--- src/rtl/alu_result_stage_pkg.sv ---
// -----------------------------------------------------------------------------
// alu_result_stage_pkg
//   Shared definitions for the ALU result stage:
//     - datapath widths (must match the 16-bit ALU)
//     - ALU op code constants and the highest legal op code
//     - branch condition selector codes
//     - the buffered entry struct carried through the skid buffer
//     - the skid buffer occupancy state (also exported for debug)
// -----------------------------------------------------------------------------
package alu_result_stage_pkg;

    localparam int ALU_DATA_W = 16;
    localparam int ALU_DEST_W = 4;

    // ALU op codes; anything above OP_MAX is illegal.
    localparam logic [3:0] OP_AND = 4'd0;
    localparam logic [3:0] OP_OR  = 4'd1;
    localparam logic [3:0] OP_ADD = 4'd2;
    localparam logic [3:0] OP_SUB = 4'd3;
    localparam logic [3:0] OP_XOR = 4'd4;
    localparam logic [3:0] OP_SHL = 4'd5;
    localparam logic [3:0] OP_SHR = 4'd6;
    localparam logic [3:0] OP_INV = 4'd7;
    localparam logic [3:0] OP_MAX = OP_INV;

    // Branch condition selectors.
    localparam logic [2:0] BR_AL = 3'd0;
    localparam logic [2:0] BR_EQ = 3'd1;
    localparam logic [2:0] BR_NE = 3'd2;
    localparam logic [2:0] BR_LT = 3'd3;
    localparam logic [2:0] BR_GE = 3'd4;
    localparam logic [2:0] BR_GT = 3'd5;
    localparam logic [2:0] BR_LE = 3'd6;
    localparam logic [2:0] BR_VS = 3'd7;

    // One buffered writeback entry.
    typedef struct packed {
        logic [ALU_DATA_W-1:0] result;
        logic [ALU_DEST_W-1:0] dest;
        logic                  err;
    } entry_t;

    // Skid buffer occupancy: empty, main only, main + skid.
    typedef enum logic [1:0] {
        BUF_EMPTY = 2'd0,
        BUF_ONE   = 2'd1,
        BUF_FULL  = 2'd2
    } buf_state_t;

endpackage

--- src/rtl/alu_result_stage_if.sv ---
// -----------------------------------------------------------------------------
// alu_result_stage_if
//   Bundles the ALU-side input handshake, the writeback-side output handshake,
//   the flush, the condition-code outputs and the branch evaluator port.
//
//   Handshake semantics (both sides): a transfer happens on a rising clk edge
//   where valid & ready are both high. A producer holding valid high must keep
//   its payload stable until the transfer; ready may change freely.
//
//   Modports:
//     master : the ALU / writeback / control side that drives the stage
//     slave  : the alu_result_stage itself
// -----------------------------------------------------------------------------
interface alu_result_stage_if;
    import alu_result_stage_pkg::*;

    // ALU side
    logic                  in_valid;
    logic                  in_ready;
    logic [ALU_DATA_W-1:0] in_result;
    logic                  in_zero;
    logic                  in_neg;
    logic                  in_ovfl;
    logic [3:0]            in_op;
    logic [ALU_DEST_W-1:0] in_dest;
    logic                  in_setcc;
    logic                  flush;

    // Writeback side
    logic                  out_valid;
    logic                  out_ready;
    logic [ALU_DATA_W-1:0] out_result;
    logic [ALU_DEST_W-1:0] out_dest;
    logic                  out_err;

    // Condition codes and branch evaluation
    logic                  cc_z;
    logic                  cc_n;
    logic                  cc_v;
    logic [2:0]            br_cond;
    logic                  br_taken;

    modport master (
        output in_valid, in_result, in_zero, in_neg, in_ovfl, in_op, in_dest,
               in_setcc, flush, out_ready, br_cond,
        input  in_ready, out_valid, out_result, out_dest, out_err,
               cc_z, cc_n, cc_v, br_taken
    );

    modport slave (
        input  in_valid, in_result, in_zero, in_neg, in_ovfl, in_op, in_dest,
               in_setcc, flush, out_ready, br_cond,
        output in_ready, out_valid, out_result, out_dest, out_err,
               cc_z, cc_n, cc_v, br_taken
    );

endinterface

--- src/rtl/alu_result_stage_skid_buf2.sv ---
// -----------------------------------------------------------------------------
// alu_result_stage_skid_buf2
//   Two-entry valid/ready skid buffer carrying entry_t. The main register
//   drives the output; the skid register catches an accept that arrives while
//   main is held by backpressure. o_ready is a pure register decode (not full),
//   so it has no combinational path from i_ready.
//
// Ports:
//   clk, rst_n  clock, asynchronous active-low reset
//   i_clr       discard both entries; blocks any same-cycle accept
//   i_valid     upstream entry valid
//   o_ready     buffer can accept (skid register empty)
//   i_data      upstream entry
//   o_valid     main register holds an entry
//   i_ready     downstream consumes the main entry
//   o_data      main register contents
//   o_state     occupancy state for debug
// -----------------------------------------------------------------------------
module alu_result_stage_skid_buf2
    import alu_result_stage_pkg::*;
(
    input  logic       clk,
    input  logic       rst_n,
    input  logic       i_clr,
    input  logic       i_valid,
    output logic       o_ready,
    input  entry_t     i_data,
    output logic       o_valid,
    input  logic       i_ready,
    output entry_t     o_data,
    output buf_state_t o_state
);

    buf_state_t r_state;
    buf_state_t w_state_nxt;
    entry_t     r_main;
    entry_t     r_skid;

    logic w_accept;
    logic w_drain;
    logic w_load_main_in;
    logic w_load_main_skid;
    logic w_load_skid;

    assign o_ready  = (r_state != BUF_FULL);
    assign o_valid  = (r_state != BUF_EMPTY);
    assign o_data   = r_main;
    assign o_state  = r_state;

    assign w_accept = i_valid & o_ready & ~i_clr;
    assign w_drain  = o_valid & i_ready;

    always_ff @(posedge clk or negedge rst_n) begin
        if (!rst_n) begin
            r_state <= BUF_EMPTY;
        end else begin
            r_state <= w_state_nxt;
        end
    end

    always_comb begin
        w_state_nxt      = r_state;
        w_load_main_in   = 1'b0;
        w_load_main_skid = 1'b0;
        w_load_skid      = 1'b0;
        if (i_clr) begin
            w_state_nxt = BUF_EMPTY;
        end else begin
            case (r_state)
                BUF_EMPTY: begin
                    if (w_accept) begin
                        w_state_nxt    = BUF_ONE;
                        w_load_main_in = 1'b1;
                    end
                end
                BUF_ONE: begin
                    if (w_drain && w_accept) begin
                        // Pass-through: main is refilled directly, skid stays empty.
                        w_load_main_in = 1'b1;
                    end else if (w_drain) begin
                        w_state_nxt = BUF_EMPTY;
                    end else if (w_accept) begin
                        w_state_nxt = BUF_FULL;
                        w_load_skid = 1'b1;
                    end
                end
                BUF_FULL: begin
                    // o_ready is low here, so no accept can coincide.
                    if (w_drain) begin
                        w_state_nxt      = BUF_ONE;
                        w_load_main_skid = 1'b1;
                    end
                end
                default: begin
                    w_state_nxt = BUF_EMPTY;
                end
            endcase
        end
    end

    always_ff @(posedge clk or negedge rst_n) begin
        if (!rst_n) begin
            r_main <= '0;
            r_skid <= '0;
        end else begin
            if (w_load_main_in) begin
                r_main <= i_data;
            end else if (w_load_main_skid) begin
                r_main <= r_skid;
            end
            if (w_load_skid) begin
                r_skid <= i_data;
            end
        end
    end

endmodule

--- src/rtl/alu_result_stage.sv ---
// -----------------------------------------------------------------------------
// alu_result_stage
//   Execute-to-writeback stage behind the 16-bit ALU. Each accepted ALU result
//   is queued in a 2-entry skid buffer towards writeback; the condition-code
//   register (Z, N, V) is updated at acceptance time and drives a
//   combinational branch-condition evaluator.
//
// Ports:
//   clk         rising-edge clock
//   rst_n       asynchronous active-low reset
//   bus         alu_result_stage_if.slave:
//                 in_*      ALU result, flags, op, dest, setcc with valid/ready
//                 flush     drop all buffered entries and the same-cycle input
//                 out_*     writeback entry with valid/ready, err = illegal op
//                 cc_z/n/v  condition-code register
//                 br_cond   branch selector, br_taken its evaluation
//   o_dbg_state skid buffer occupancy
// -----------------------------------------------------------------------------
module alu_result_stage
    import alu_result_stage_pkg::*;
#(
    parameter int DATA_W = ALU_DATA_W,
    parameter int DEST_W = ALU_DEST_W
) (
    input  logic                 clk,
    input  logic                 rst_n,
    alu_result_stage_if.slave    bus,
    output buf_state_t           o_dbg_state
);

    entry_t w_in_entry;
    entry_t w_out_entry;
    logic   w_in_ready;
    logic   w_out_valid;
    logic   w_accept;
    logic   w_op_legal;
    logic   w_lt;

    logic   r_cc_z;
    logic   r_cc_n;
    logic   r_cc_v;

    assign w_op_legal = (bus.in_op <= OP_MAX);
    assign w_in_entry = '{result: bus.in_result[DATA_W-1:0],
                          dest:   bus.in_dest[DEST_W-1:0],
                          err:    ~w_op_legal};

    alu_result_stage_skid_buf2 u_skid (
        .clk     (clk),
        .rst_n   (rst_n),
        .i_clr   (bus.flush),
        .i_valid (bus.in_valid),
        .o_ready (w_in_ready),
        .i_data  (w_in_entry),
        .o_valid (w_out_valid),
        .i_ready (bus.out_ready),
        .o_data  (w_out_entry),
        .o_state (o_dbg_state)
    );

    assign bus.in_ready   = w_in_ready;
    assign bus.out_valid  = w_out_valid;
    assign bus.out_result = w_out_entry.result;
    assign bus.out_dest   = w_out_entry.dest;
    assign bus.out_err    = w_out_entry.err;

    // Same acceptance rule the buffer uses; flush suppresses the cc update too.
    assign w_accept = bus.in_valid & w_in_ready & ~bus.flush;

    // Codes are set when the entry is accepted, not when it is written back.
    // V is only meaningful for add/sub; the ALU leaves ovfl undefined otherwise.
    always_ff @(posedge clk or negedge rst_n) begin
        if (!rst_n) begin
            r_cc_z <= 1'b0;
            r_cc_n <= 1'b0;
            r_cc_v <= 1'b0;
        end else if (w_accept && bus.in_setcc && w_op_legal) begin
            r_cc_z <= bus.in_zero;
            r_cc_n <= bus.in_neg;
            r_cc_v <= ((bus.in_op == OP_ADD) || (bus.in_op == OP_SUB)) ? bus.in_ovfl : 1'b0;
        end
    end

    assign bus.cc_z = r_cc_z;
    assign bus.cc_n = r_cc_n;
    assign bus.cc_v = r_cc_v;

    // Signed less-than from the codes.
    assign w_lt = r_cc_n ^ r_cc_v;

    always_comb begin
        bus.br_taken = 1'b0;
        case (bus.br_cond)
            BR_AL:   bus.br_taken = 1'b1;
            BR_EQ:   bus.br_taken = r_cc_z;
            BR_NE:   bus.br_taken = ~r_cc_z;
            BR_LT:   bus.br_taken = w_lt;
            BR_GE:   bus.br_taken = ~w_lt;
            BR_GT:   bus.br_taken = ~r_cc_z & ~w_lt;
            BR_LE:   bus.br_taken = r_cc_z | w_lt;
            BR_VS:   bus.br_taken = r_cc_v;
            default: bus.br_taken = 1'b0;
        endcase
    end

endmodule

--- src/flat_wrapper.sv ---
// flat-port wrapper written by rule: the top's interface ports become plain ports
module alu_result_stage_flat import alu_result_stage_pkg::*;
#(
    parameter int DATA_W = ALU_DATA_W,
    parameter int DEST_W = ALU_DEST_W
)
  (clk, rst_n, o_dbg_state, bus_in_valid, bus_in_result, bus_in_zero, bus_in_neg, bus_in_ovfl, bus_in_op, bus_in_dest, bus_in_setcc, bus_flush, bus_out_ready, bus_br_cond, bus_in_ready, bus_out_valid, bus_out_result, bus_out_dest, bus_out_err, bus_cc_z, bus_cc_n, bus_cc_v, bus_br_taken);
  alu_result_stage_if bus_i ();
  input  logic clk;
  input  logic rst_n;
  output buf_state_t o_dbg_state;
  input wire logic [$bits(bus_i.in_valid)-1:0] bus_in_valid;
  input wire logic [$bits(bus_i.in_result)-1:0] bus_in_result;
  input wire logic [$bits(bus_i.in_zero)-1:0] bus_in_zero;
  input wire logic [$bits(bus_i.in_neg)-1:0] bus_in_neg;
  input wire logic [$bits(bus_i.in_ovfl)-1:0] bus_in_ovfl;
  input wire logic [$bits(bus_i.in_op)-1:0] bus_in_op;
  input wire logic [$bits(bus_i.in_dest)-1:0] bus_in_dest;
  input wire logic [$bits(bus_i.in_setcc)-1:0] bus_in_setcc;
  input wire logic [$bits(bus_i.flush)-1:0] bus_flush;
  input wire logic [$bits(bus_i.out_ready)-1:0] bus_out_ready;
  input wire logic [$bits(bus_i.br_cond)-1:0] bus_br_cond;
  output wire logic [$bits(bus_i.in_ready)-1:0] bus_in_ready;
  output wire logic [$bits(bus_i.out_valid)-1:0] bus_out_valid;
  output wire logic [$bits(bus_i.out_result)-1:0] bus_out_result;
  output wire logic [$bits(bus_i.out_dest)-1:0] bus_out_dest;
  output wire logic [$bits(bus_i.out_err)-1:0] bus_out_err;
  output wire logic [$bits(bus_i.cc_z)-1:0] bus_cc_z;
  output wire logic [$bits(bus_i.cc_n)-1:0] bus_cc_n;
  output wire logic [$bits(bus_i.cc_v)-1:0] bus_cc_v;
  output wire logic [$bits(bus_i.br_taken)-1:0] bus_br_taken;
  assign bus_i.in_valid = bus_in_valid;
  assign bus_i.in_result = bus_in_result;
  assign bus_i.in_zero = bus_in_zero;
  assign bus_i.in_neg = bus_in_neg;
  assign bus_i.in_ovfl = bus_in_ovfl;
  assign bus_i.in_op = bus_in_op;
  assign bus_i.in_dest = bus_in_dest;
  assign bus_i.in_setcc = bus_in_setcc;
  assign bus_i.flush = bus_flush;
  assign bus_i.out_ready = bus_out_ready;
  assign bus_i.br_cond = bus_br_cond;
  assign bus_in_ready = bus_i.in_ready;
  assign bus_out_valid = bus_i.out_valid;
  assign bus_out_result = bus_i.out_result;
  assign bus_out_dest = bus_i.out_dest;
  assign bus_out_err = bus_i.out_err;
  assign bus_cc_z = bus_i.cc_z;
  assign bus_cc_n = bus_i.cc_n;
  assign bus_cc_v = bus_i.cc_v;
  assign bus_br_taken = bus_i.br_taken;
  alu_result_stage #(.DATA_W(DATA_W), .DEST_W(DEST_W)) u_core (.clk(clk), .rst_n(rst_n), .bus(bus_i), .o_dbg_state(o_dbg_state));
endmodule
--- config.mk ---
export PLATFORM = sky130hd
export DESIGN_NAME = alu_result_stage_flat
export DESIGN_NICKNAME = d
export VERILOG_FILES = /design/src/rtl/alu_result_stage_pkg.sv /design/src/rtl/alu_result_stage_if.sv /design/src/rtl/alu_result_stage_skid_buf2.sv /design/src/rtl/alu_result_stage.sv /design/src/flat_wrapper.sv
export SDC_FILE = /design/constraint.sdc
export NUM_CORES = 1
export LEC_CHECK = 0
export BUFFER_PORTS_ARGS = -buffer_cell sky130_fd_sc_hd__buf_2
export CAP_MARGIN = 20
export CORE_ASPECT_RATIO = 2
export CORE_UTILIZATION = 45
export DETAILED_ROUTE_END_ITERATION = 6
export PLACE_DENSITY = 0.7
export REMOVE_ABC_BUFFERS = 1
export SLEW_MARGIN = 15
export SYNTH_ARGS = -nofsm -noshare
export SYNTH_HDL_FRONTEND = slang
export SYNTH_HIERARCHICAL = 1
export SYNTH_SLANG_ARGS = --single-unit
--- constraint.sdc ---
create_clock -name clk -period 3.5 [get_ports clk]
set_input_delay 0 -clock clk [delete_from_list [all_inputs] [get_ports clk]]
set_output_delay 0 -clock clk [all_outputs]
set_load 0.02 [all_outputs]
# ---- Word-level counts from Yosys, hierarchy flattened
# Index checks and enable logic that the tools add are counted.
dict set report op_classes {
  n_bitwise 10
  n_eq_ne 16
  n_mux 22
  magnitude_cmp 1
  n_reduce_logical 9
}
# op n
set op_table {}
lappend op_table {{$mux W21} 2}
lappend op_table {{$eq A3 B3 Y1 const B} 4}
lappend op_table {{$mux W2} 6}
lappend op_table {{$mux W1} 11}
lappend op_table {{$ne A3 B3 Y1 const B} 3}
lappend op_table {{$eq A4 B2 Y1 const B} 2}
lappend op_table {{$pmux W1 S8} 1}
lappend op_table {{$eq A3 B2 Y1 const B} 2}
lappend op_table {{$pmux W2 S3} 1}
lappend op_table {{$and A1 B1 Y1} 4}
lappend op_table {{$le A4 B3 Y1 const B} 1}
lappend op_table {{$ne A4 B4 Y1 const B} 1}
lappend op_table {{$not A1 Y1} 4}
lappend op_table {{$reduce_and A4 Y1} 1}
lappend op_table {{$reduce_bool A2 Y1} 2}
lappend op_table {{$eq A3 B1 Y1 const B} 1}
lappend op_table {{$logic_and A1 B1 Y1} 3}
lappend op_table {{$logic_not A3 Y1} 1}
lappend op_table {{$eq A2 B1 Y1 const B} 1}
lappend op_table {{$eq A2 B2 Y1 const B} 1}
lappend op_table {{$logic_not A2 Y1} 1}
lappend op_table {{$ne A2 B2 Y1 const B} 1}
lappend op_table {{$pmux W1 S2} 1}
lappend op_table {{$logic_or A1 B1 Y1} 1}
lappend op_table {{2 further kinds} 2}
dict set report word_totals {
  output_inout_bits 29
  ff_bits 47
}

# ---- Depth between registers and ports, before layout
# Gate-level depths: netlist of run 1.
dict set report depth {
  word_depth 8
  ltp_mapped 5
  ltp_nobuf 5
}

# ---- Modules after synthesis
# Netlist of run 1, hierarchy kept.
# module seq_area_each_um2 n_inst area_each_um2 cells_per_inst
set modules_own_cells {}
lappend modules_own_cells {alu_result_stage_skid_buf2 1101.1 1 2117.0 129}
lappend modules_own_cells {alu_result_stage 75.1 1 227.7 23}

# ---- Least setup slack after synthesis of run 1
# Ideal clock, no wire load.
dict set report synth_path {
  path_kind {reg2reg}
  from {register u_core.u_skid.r_state[0], in the netlist u_core/u_skid/o_state[0]}
  to {register u_core.r_cc_n, in the netlist u_core/bus.cc_n}
  synth_period_minus_slack_ps 1694
  path_slack_ps 1806
  stages_incl_launch_ff 6
  required_ps 3375
  t_arrival_ps 1569
  setup_time_ps 125
  path_buffers 0
  cell_sequence {dfrtp_1 and2b_2 inv_1 nand4b_1 nor2_1 mux2_2}
}
dict set report synth_via {
  elab_chain_len 5
}
# item line_no
set synth_lines {}
lappend synth_lines {{start, declared} alu_result_stage_skid_buf2.sv:34} ;# buf_state_t r_state;
lappend synth_lines {{start signal, assigned} alu_result_stage_skid_buf2.sv:57} ;# r_state <= w_state_nxt;
lappend synth_lines {{$ne A2 B2 Y1} alu_result_stage_skid_buf2.sv:45} ;# assign o_ready = (r_state != BUF_FULL);
lappend synth_lines {{net bus_in_ready} flat_wrapper.sv:23} ;# output wire logic [$bits(bus_i.in_ready)-1:0] bus_in_ready;
lappend synth_lines {{$and A1 B1 Y1 (2 in a row)} alu_result_stage.sv:68} ;# assign w_accept = bus.in_valid & w_in_ready & ~bus.flush;
lappend synth_lines {{$logic_and A1 B1 Y1 (2 in a row)} alu_result_stage.sv:77} ;# end else if (w_accept && bus.in_setcc && w_op_legal) begin
lappend synth_lines {{end signal, assigned} alu_result_stage.sv:79} ;# r_cc_n <= bus.in_neg;
lappend synth_lines {{end, declared} alu_result_stage.sv:40} ;# logic r_cc_n;
# The timed path passes the listed nets, and every way through them passes these cells.
# A chain may end at the register's enable or synchronous reset.

# ---- Worst setup path after layout of run 1
dict set report layout_path {
  from {register u_core.u_skid.r_state[0], in the netlist u_core/u_skid/o_state[0]}
  to {register u_core.u_skid.r_main, in the netlist u_core/u_skid/o_data[1]}
}
dict set report layout_via {
  elab_chain_len 8
}
# item line_no
set layout_lines {}
lappend layout_lines {{$ne A2 B2 Y1} alu_result_stage_skid_buf2.sv:45}
lappend layout_lines {{$and A1 B1 Y1 (2 in a row)} alu_result_stage_skid_buf2.sv:50} ;# assign w_accept = i_valid & o_ready & ~i_clr;
lappend layout_lines {{$logic_and A1 B1 Y1} alu_result_stage_skid_buf2.sv:77} ;# if (w_drain && w_accept) begin
lappend layout_lines {{$mux W1} alu_result_stage_skid_buf2.sv:77}
lappend layout_lines {{$pmux W1 S2} alu_result_stage_skid_buf2.sv:69} ;# case (r_state)
lappend layout_lines {{$mux W1} alu_result_stage_skid_buf2.sv:66} ;# if (i_clr) begin
lappend layout_lines {{$mux W21 or $reduce_bool A2 Y1 (tied branches)} n/a}
lappend layout_lines {{end signal, assigned} alu_result_stage_skid_buf2.sv:107} ;# r_main <= i_data;
lappend layout_lines {{end signal, assigned} alu_result_stage_skid_buf2.sv:109} ;# r_main <= r_skid;
lappend layout_lines {{end, declared} alu_result_stage_skid_buf2.sv:36} ;# entry_t r_main;
# Several ways; a longest one is shown, not always the timed one.

==> metrics.yaml, run 1 <==
floorplan:
  core.rowCount: 36
  coreArea_sq_um: 4950
  design.die.area_sq_um: 5520
  fp.dieW_microns: 53.0
  die_y_microns: 104
  io_pins: 65
  start_util: 0.473
worst_setup_path:
  cp.required_ps: 3690
  cp_max_fo: 21
  worstSetupStartpointType: "flip-flop"
  crit_type: "flip-flop to flip-flop"
  path_common_cell: "mux2_2"
  path_delay_family: "simple AND/OR/NAND/NOR gates"
  path_buf_inv: 0
  path_cells: "and4bb_4 -> mux2_2 -> mux2_2"
  end_kind: "flip-flop"
  critPathSlowestCell: "and4bb_4"
  slowest_delay_ps: 670
  crit_arrival_ps: 2080
finish:
  syn_to_final_growth_pct: 30.6
  finalInstanceArea_sq_um: 3060
  layout_commonest_cell: "buf_2"
  antenna_cells: 0
  final_cells: 300
  final_cell_mix: "buf_2, dfrtp_1, mux2_4"
  nNetsFinal: 278
  drive_gt1_frac: 0.588
route:
  drc: 0
  drtIter0Drc: 17
  drt_pass1_iterations: 3
  via_count: 1538
  wl_per_cell_microns: 15.1
  finalWirelength_mm: 4.53
  viasPerCell: 5.13
  postRouteAntennaNets: 0
yosys:
  yosys.area.top_type: "dfrtp_1"
  seq_area_frac_synth: 0.502
  synth_area_leaders: "dfrtp_1, mux2_4, mux2_2, buf_6, and2b_2"
  yosysWarnings: 6
  postSynthCellCount: 152
  ys_types: 30
  synth_top_area_share: 0.502
  syn_area_sq_um: 2340
  syn_avg_cell_area_sq_um: 15.4
  yosys_register_bits: 47
clock_network:
  htree_levels: 2
  post_cts_buffers: 0
  cts_buffers: 5
  cts_tree: "built"
  clk_path_buf_depth: 2
  clkSlewWorstSetupHoldPaths_ps: 80
  root_buffer: "clkbuf_8"
  postCtsResizedCells: 0
  cts.sinks: 47
  clk_latency_ps: 290
  cts_hold_buffers: 26
pwr:
  ir_worst_vdd_v: 0.000381
  power_density_nw_per_um2: 509
  leakagePower_uw: 0.00150
timing:
  slew-limit-headroom: 0.340
  timing.fmax_mhz: 528
  finalSetupViolCount: 0
  tightest_slew_ps: 986
  fin_crit_ps: 1890
  finalHoldViolations: 0
  drv_slew: 0
  post-route-period-util: 0.541
  skew_ps: 2.79
  tns_ps: 0
  rsz0062_at_grt: "false"
place:
  placed_cell_area_sq_um: 2700
  dp_hpwl_mm: 2.92
  dp_cells: 266
  portBuffers: 63
  gp_congestion: 0.693
global_route:
  grt_usage: 0.180
  grt_pass1_vias: 1670
  grt-ovfl-total: 0
  grt_pass1_wl_mm: 7.47
  antenna_found_initial: 0
  grt_max_degree: 48
flow_run:
  maxCapViolations: 0
outcome:
  outcome: "complete, no violations"
min_path:
  hold_path_class: "input port to flip-flop"
## worst register-to-register path: cells and delay by family, from the launching register on
family | cells | cell delay [ps]
flip-flops | 1 | 470
multiplexers | 2 | 660
AND/OR/NAND/NOR | 1 | 670
## final cells by class
type                    count  area, sq um
clock buffers               8          100
fillers                   435         1890
inverters                   2         7.51
multi-input cells          96         1120
flip-flops and latches     47         1180
well taps                  57         71.3
repair buffers             90          586
## worst paths after layout
path	startpoint	to	slack, ps	cells after the start
setup / recovery	u_core/u_skid/o_state[0]$_DFFE_PN0P_	u_core/u_skid/o_data[1]$_DFFE_PN0P_	1610	3
hold / removal	bus_in_ovfl	u_core/bus.cc_v$_DFFE_PN0P_	90	3
setup reg to reg	u_core/u_skid/o_state[0]$_DFFE_PN0P_	u_core/u_skid/o_data[1]$_DFFE_PN0P_	1610	3
hold reg to reg	u_core/u_skid/r_skid[18]$_DFFE_PN0P_	u_core/u_skid/r_skid[18]$_DFFE_PN0P_	510	1
max in group asynchronous	rst_n	u_core/u_skid/o_data[0]$_DFFE_PN0P_	2850	2
min in group asynchronous	rst_n	u_core/u_skid/r_skid[16]$_DFFE_PN0P_	240	2
## cells by family after synthesis
logic type | count (synthesis) | share of synthesized area
AND/OR/NAND/NOR | 18 | 0.0582
XOR/XNOR | 2 | 0.00747
multiplexers | 66 | 0.381
buffers and inverters | 9 | 0.0251
AO/OA/AOI/OAI | 10 | 0.0267
flip-flops | 47 | 0.502
## cells in the mapped netlist
| master | number |
|---|---|
| nand2_1 | 1 |
| or2b_1 | 2 |
| nand3b_1 | 1 |
| xnor2_1 | 1 |
| nand3_1 | 1 |
| a21oi_1 | 3 |
| inv_1 | 2 |
| nor3b_1 | 2 |
| dfrtp_1 | 47 |
| mux2_2 | 26 |
| or2_2 | 1 |
| nand4b_1 | 2 |
| a31oi_1 | 1 |
| and2b_2 | 2 |
| a221o_2 | 1 |
| nor3_1 | 1 |
| mux2_4 | 40 |
| and4bb_4 | 1 |
| or3b_1 | 1 |
| o21ai_0 | 3 |
| nor2b_1 | 1 |
| buf_4 | 2 |
| xor2_1 | 1 |
| buf_6 | 2 |
| clkbuf_1 | 1 |
| buf_2 | 2 |
| nor2_1 | 1 |
| and3b_1 | 1 |
| o31ai_1 | 1 |
| o21bai_1 | 1 |
## registers in the layout (all words and copies together) (netlist names)
register,flops
u_core/bus.cc_z,1
u_core/bus.cc_n,1
u_core/u_skid/o_data,21
u_core/u_skid/r_skid,21
u_core/bus.cc_v,1
u_core/u_skid/o_state,2
## stage by stage
step | hold slack, ps | utilization | setup WS (ps) | power, uW
after detailed placement | 213 | 0.545 | 1610 | 1200
after floorplan | -296 | - | -8.30 | 1060
after global placement | 216 | 0.545 | 1610 | 1180
final | 94.9 | 0.618 | 1610 | 1560
after CTS | 88.3 | 0.617 | 1590 | 1580
after global routing | 87.5 | 0.618 | 1510 | 1640
## report_power, final
group | total, uW | internal [uW] | switching [uW]
registers | 743 | 668 | 75.5
logic | 465 | 276 | 189
clock network | 351 | 180 | 171
total | 1560 | 1120 | 435
## layer usage
metal | global-route usage | vias up | wire (microns)
met1 | 0.193 | 768 | 1770
met4 | 0.0602 | 0 | 62
met2 | 0.330 | 41 | 2540
met5 | 0 | - | 0
met3 | 0.0351 | 5 | 163
li1 | - | 724 | -
No activity file was read; power rests on OpenSTA's default activity.
==> run 2, diff against run 1 <==
==> constraint.sdc (replaced) <==
create_clock -name clk -period 1.9 [get_ports clk]
set_input_delay 0 -clock clk [delete_from_list [all_inputs] [get_ports clk]]
set_output_delay 0 -clock clk [all_outputs]
set_load 0.02 [all_outputs]
==> metrics.yaml, run 2 (synthesis gave the netlist of run 1 again) <==
clock_network:
  htree_levels: 2  # unchanged
  postCtsResizedCells: 0  # unchanged
  clk_latency_ps: 290  # about the same
  cts.sinks: 47  # unchanged
  cts_tree: "built"
  clkSlewWorstSetupHoldPaths_ps: 80  # about the same
  cts_buffers: 5  # unchanged
  root_buffer: "clkbuf_8"
  post_cts_buffers: 0  # unchanged
  clk_path_buf_depth: 2  # unchanged
  cts_hold_buffers: 26  # unchanged
route:
  drtIter0Drc: 11  # -6
  wl_per_cell_microns: 15.3  # +1.0%
  postRouteAntennaNets: 0  # unchanged
  drt_pass1_iterations: 4  # +1
  via_count: 1561  # +1.5%
  viasPerCell: 5.10  # -0.49%
  finalWirelength_mm: 4.67  # +3.1%
  drc: 0  # unchanged
global_route:
  grt_pass1_wl_mm: 7.46  # about the same
  grt-ovfl-total: 0  # unchanged
  grt_max_degree: 22  # -54%
  grt_pass1_vias: 1605  # -3.9%
  grt_usage: 0.185  # +0.00461
  antenna_found_initial: 0  # unchanged
floorplan:
  fp.dieW_microns: 53.0  # unchanged
  design.die.area_sq_um: 5520  # unchanged
  io_pins: 65  # unchanged
  start_util: 0.473  # unchanged
  core.rowCount: 36  # unchanged
  coreArea_sq_um: 4950  # unchanged
  die_y_microns: 104  # unchanged
timing:
  post-route-period-util: 0.920  # +0.379
  rsz0062_at_grt: "false"
  slew-limit-headroom: 0.348  # +0.00729
  tightest_slew_ps: 975  # -10.9 ps
  tns_ps: 0  # unchanged
  finalSetupViolCount: 0  # unchanged
  fin_crit_ps: 1750  # -145 ps
  finalHoldViolations: 0  # unchanged
  timing.fmax_mhz: 572  # +8.3%
  drv_slew: 0  # unchanged
  skew_ps: 4.07  # +1.29 ps
worst_setup_path:
  worstSetupStartpointType: "flip-flop"
  startpoint: "u_core/u_skid/o_state[0]$_DFFE_PN0P_"
  cp_max_fo: 21  # unchanged
  crit_type: "flip-flop to flip-flop"
  cp.required_ps: 2080  # -1610 ps
  path_cells: "inv_1 -> o21ai_4 -> mux2_2"
  r2r_start: "u_core/u_skid/o_state[0]$_DFFE_PN0P_"
  crit_arrival_ps: 1930  # -150 ps
  end_kind: "flip-flop"
  critPathSlowestCell: "o21ai_4"
  slowest_delay_ps: 750  # +80 ps
finish:
  antenna_cells: 0  # unchanged
  finalInstanceArea_sq_um: 3160  # +3.3%
  drive_gt1_frac: 0.598  # +0.00992
  seqCellArea_sq_um: 1180  # unchanged
  layout_commonest_cell: "buf_2"
  fillers: 429  # -1.4%
  multi_input_area_sq_um: 1120  # unchanged
  nNetsFinal: 284  # +2.2%
  syn_to_final_growth_pct: 34.8
  final_cell_mix: "buf_2, dfrtp_1, mux2_4"
outcome:
  outcome: "complete, no violations"
place:
  gp_congestion: 0.722  # +4.2%
  placed_cell_area_sq_um: 2770  # +2.6%
  dp_hpwl_mm: 3.14  # +7.4%
  portBuffers: 63  # unchanged
flow_run:
  maxCapViolations: 0  # unchanged
min_path:
  hold_path_class: "input port to flip-flop"
  min_from: "bus_in_ovfl"
pwr:
  leakagePower_uw: 0.00155  # +3.2%
  power_density_nw_per_um2: 977  # +92%
  ir_worst_vdd_v: 0.000977  # +160%
-- run 2: cell count changes in the layout (fill, tap and decap cells not counted) --
cell,delta
buf_12,+2
buf_2,+1
buf_4,+3
bufinv_16,+2
clkbuf_8,-2
-- run 2: stage by stage --
| step | hold WS (ps) | instances | total power (uW) | utilization | setup WS, ps |
|---|---|---|---|---|---|
| CTS | 81.0 | 306 | 3120 | 0.638 | 134 |
| global placement | -94.2 | 272 | 2190 | 0.559 | 154 |
| floorplan | -296 | 145 | 1950 | - | -1610 |
| global route | 96.8 | 306 | 3240 | 0.638 | 85.2 |
| detailed placement | -95.7 | 272 | 2210 | 0.559 | 148 |
| finish | 87.5 | 306 | 3090 | 0.638 | 153 |
-- run 2: metal layers --
metal	wire, microns	vias to the layer above	track usage
met1	1770	783	0.199
met5	0	-	0
met2	2710	40	0.343
met3	158	2	0.0365
met4	26	0	0.0508
li1	-	736	-
-- run 2: area by class of cell --
cell class                      count  area share
Tap cell                           57      0.0226
Sequential cell                    47       0.372
Clock inverter                      2      0.0190
Timing Repair Buffer               96       0.207
Clock buffer                        6      0.0230
Multi-Input combinational cell     96       0.355
Inverter                            2     0.00237
-- run 2: report_power, final --
part	total [uW]	internal, uW	switching (uW)
Clock	851	526	325
Combinational	871	514	357
Sequential	1370	1230	138
-- run 2: final timing paths --
kind / endpoint / cells after the start / slack, ps
max: u_core/u_skid/o_data[1]$_DFFE_PN0P_ / 3 / 150
min: u_core/bus.cc_v$_DFFE_PN0P_ / 3 / 90
max reg2reg: u_core/u_skid/o_data[1]$_DFFE_PN0P_ / 3 / 150
min reg2reg: u_core/u_skid/r_skid[11]$_DFFE_PN0P_ / 1 / 510
max in group asynchronous: u_core/u_skid/o_state[0]$_DFFE_PN0P_ / 3 / 1230
min in group asynchronous: u_core/u_skid/r_skid[19]$_DFFE_PN0P_ / 2 / 110
-- run 2: worst max-delay path, delay by kind of cell (launching register included) --
family | cells | cell delay (ps)
AO/OA/AOI/OAI | 1 | 750
flip-flops | 1 | 390
buffers and inverters | 1 | 80
multiplexers | 1 | 410
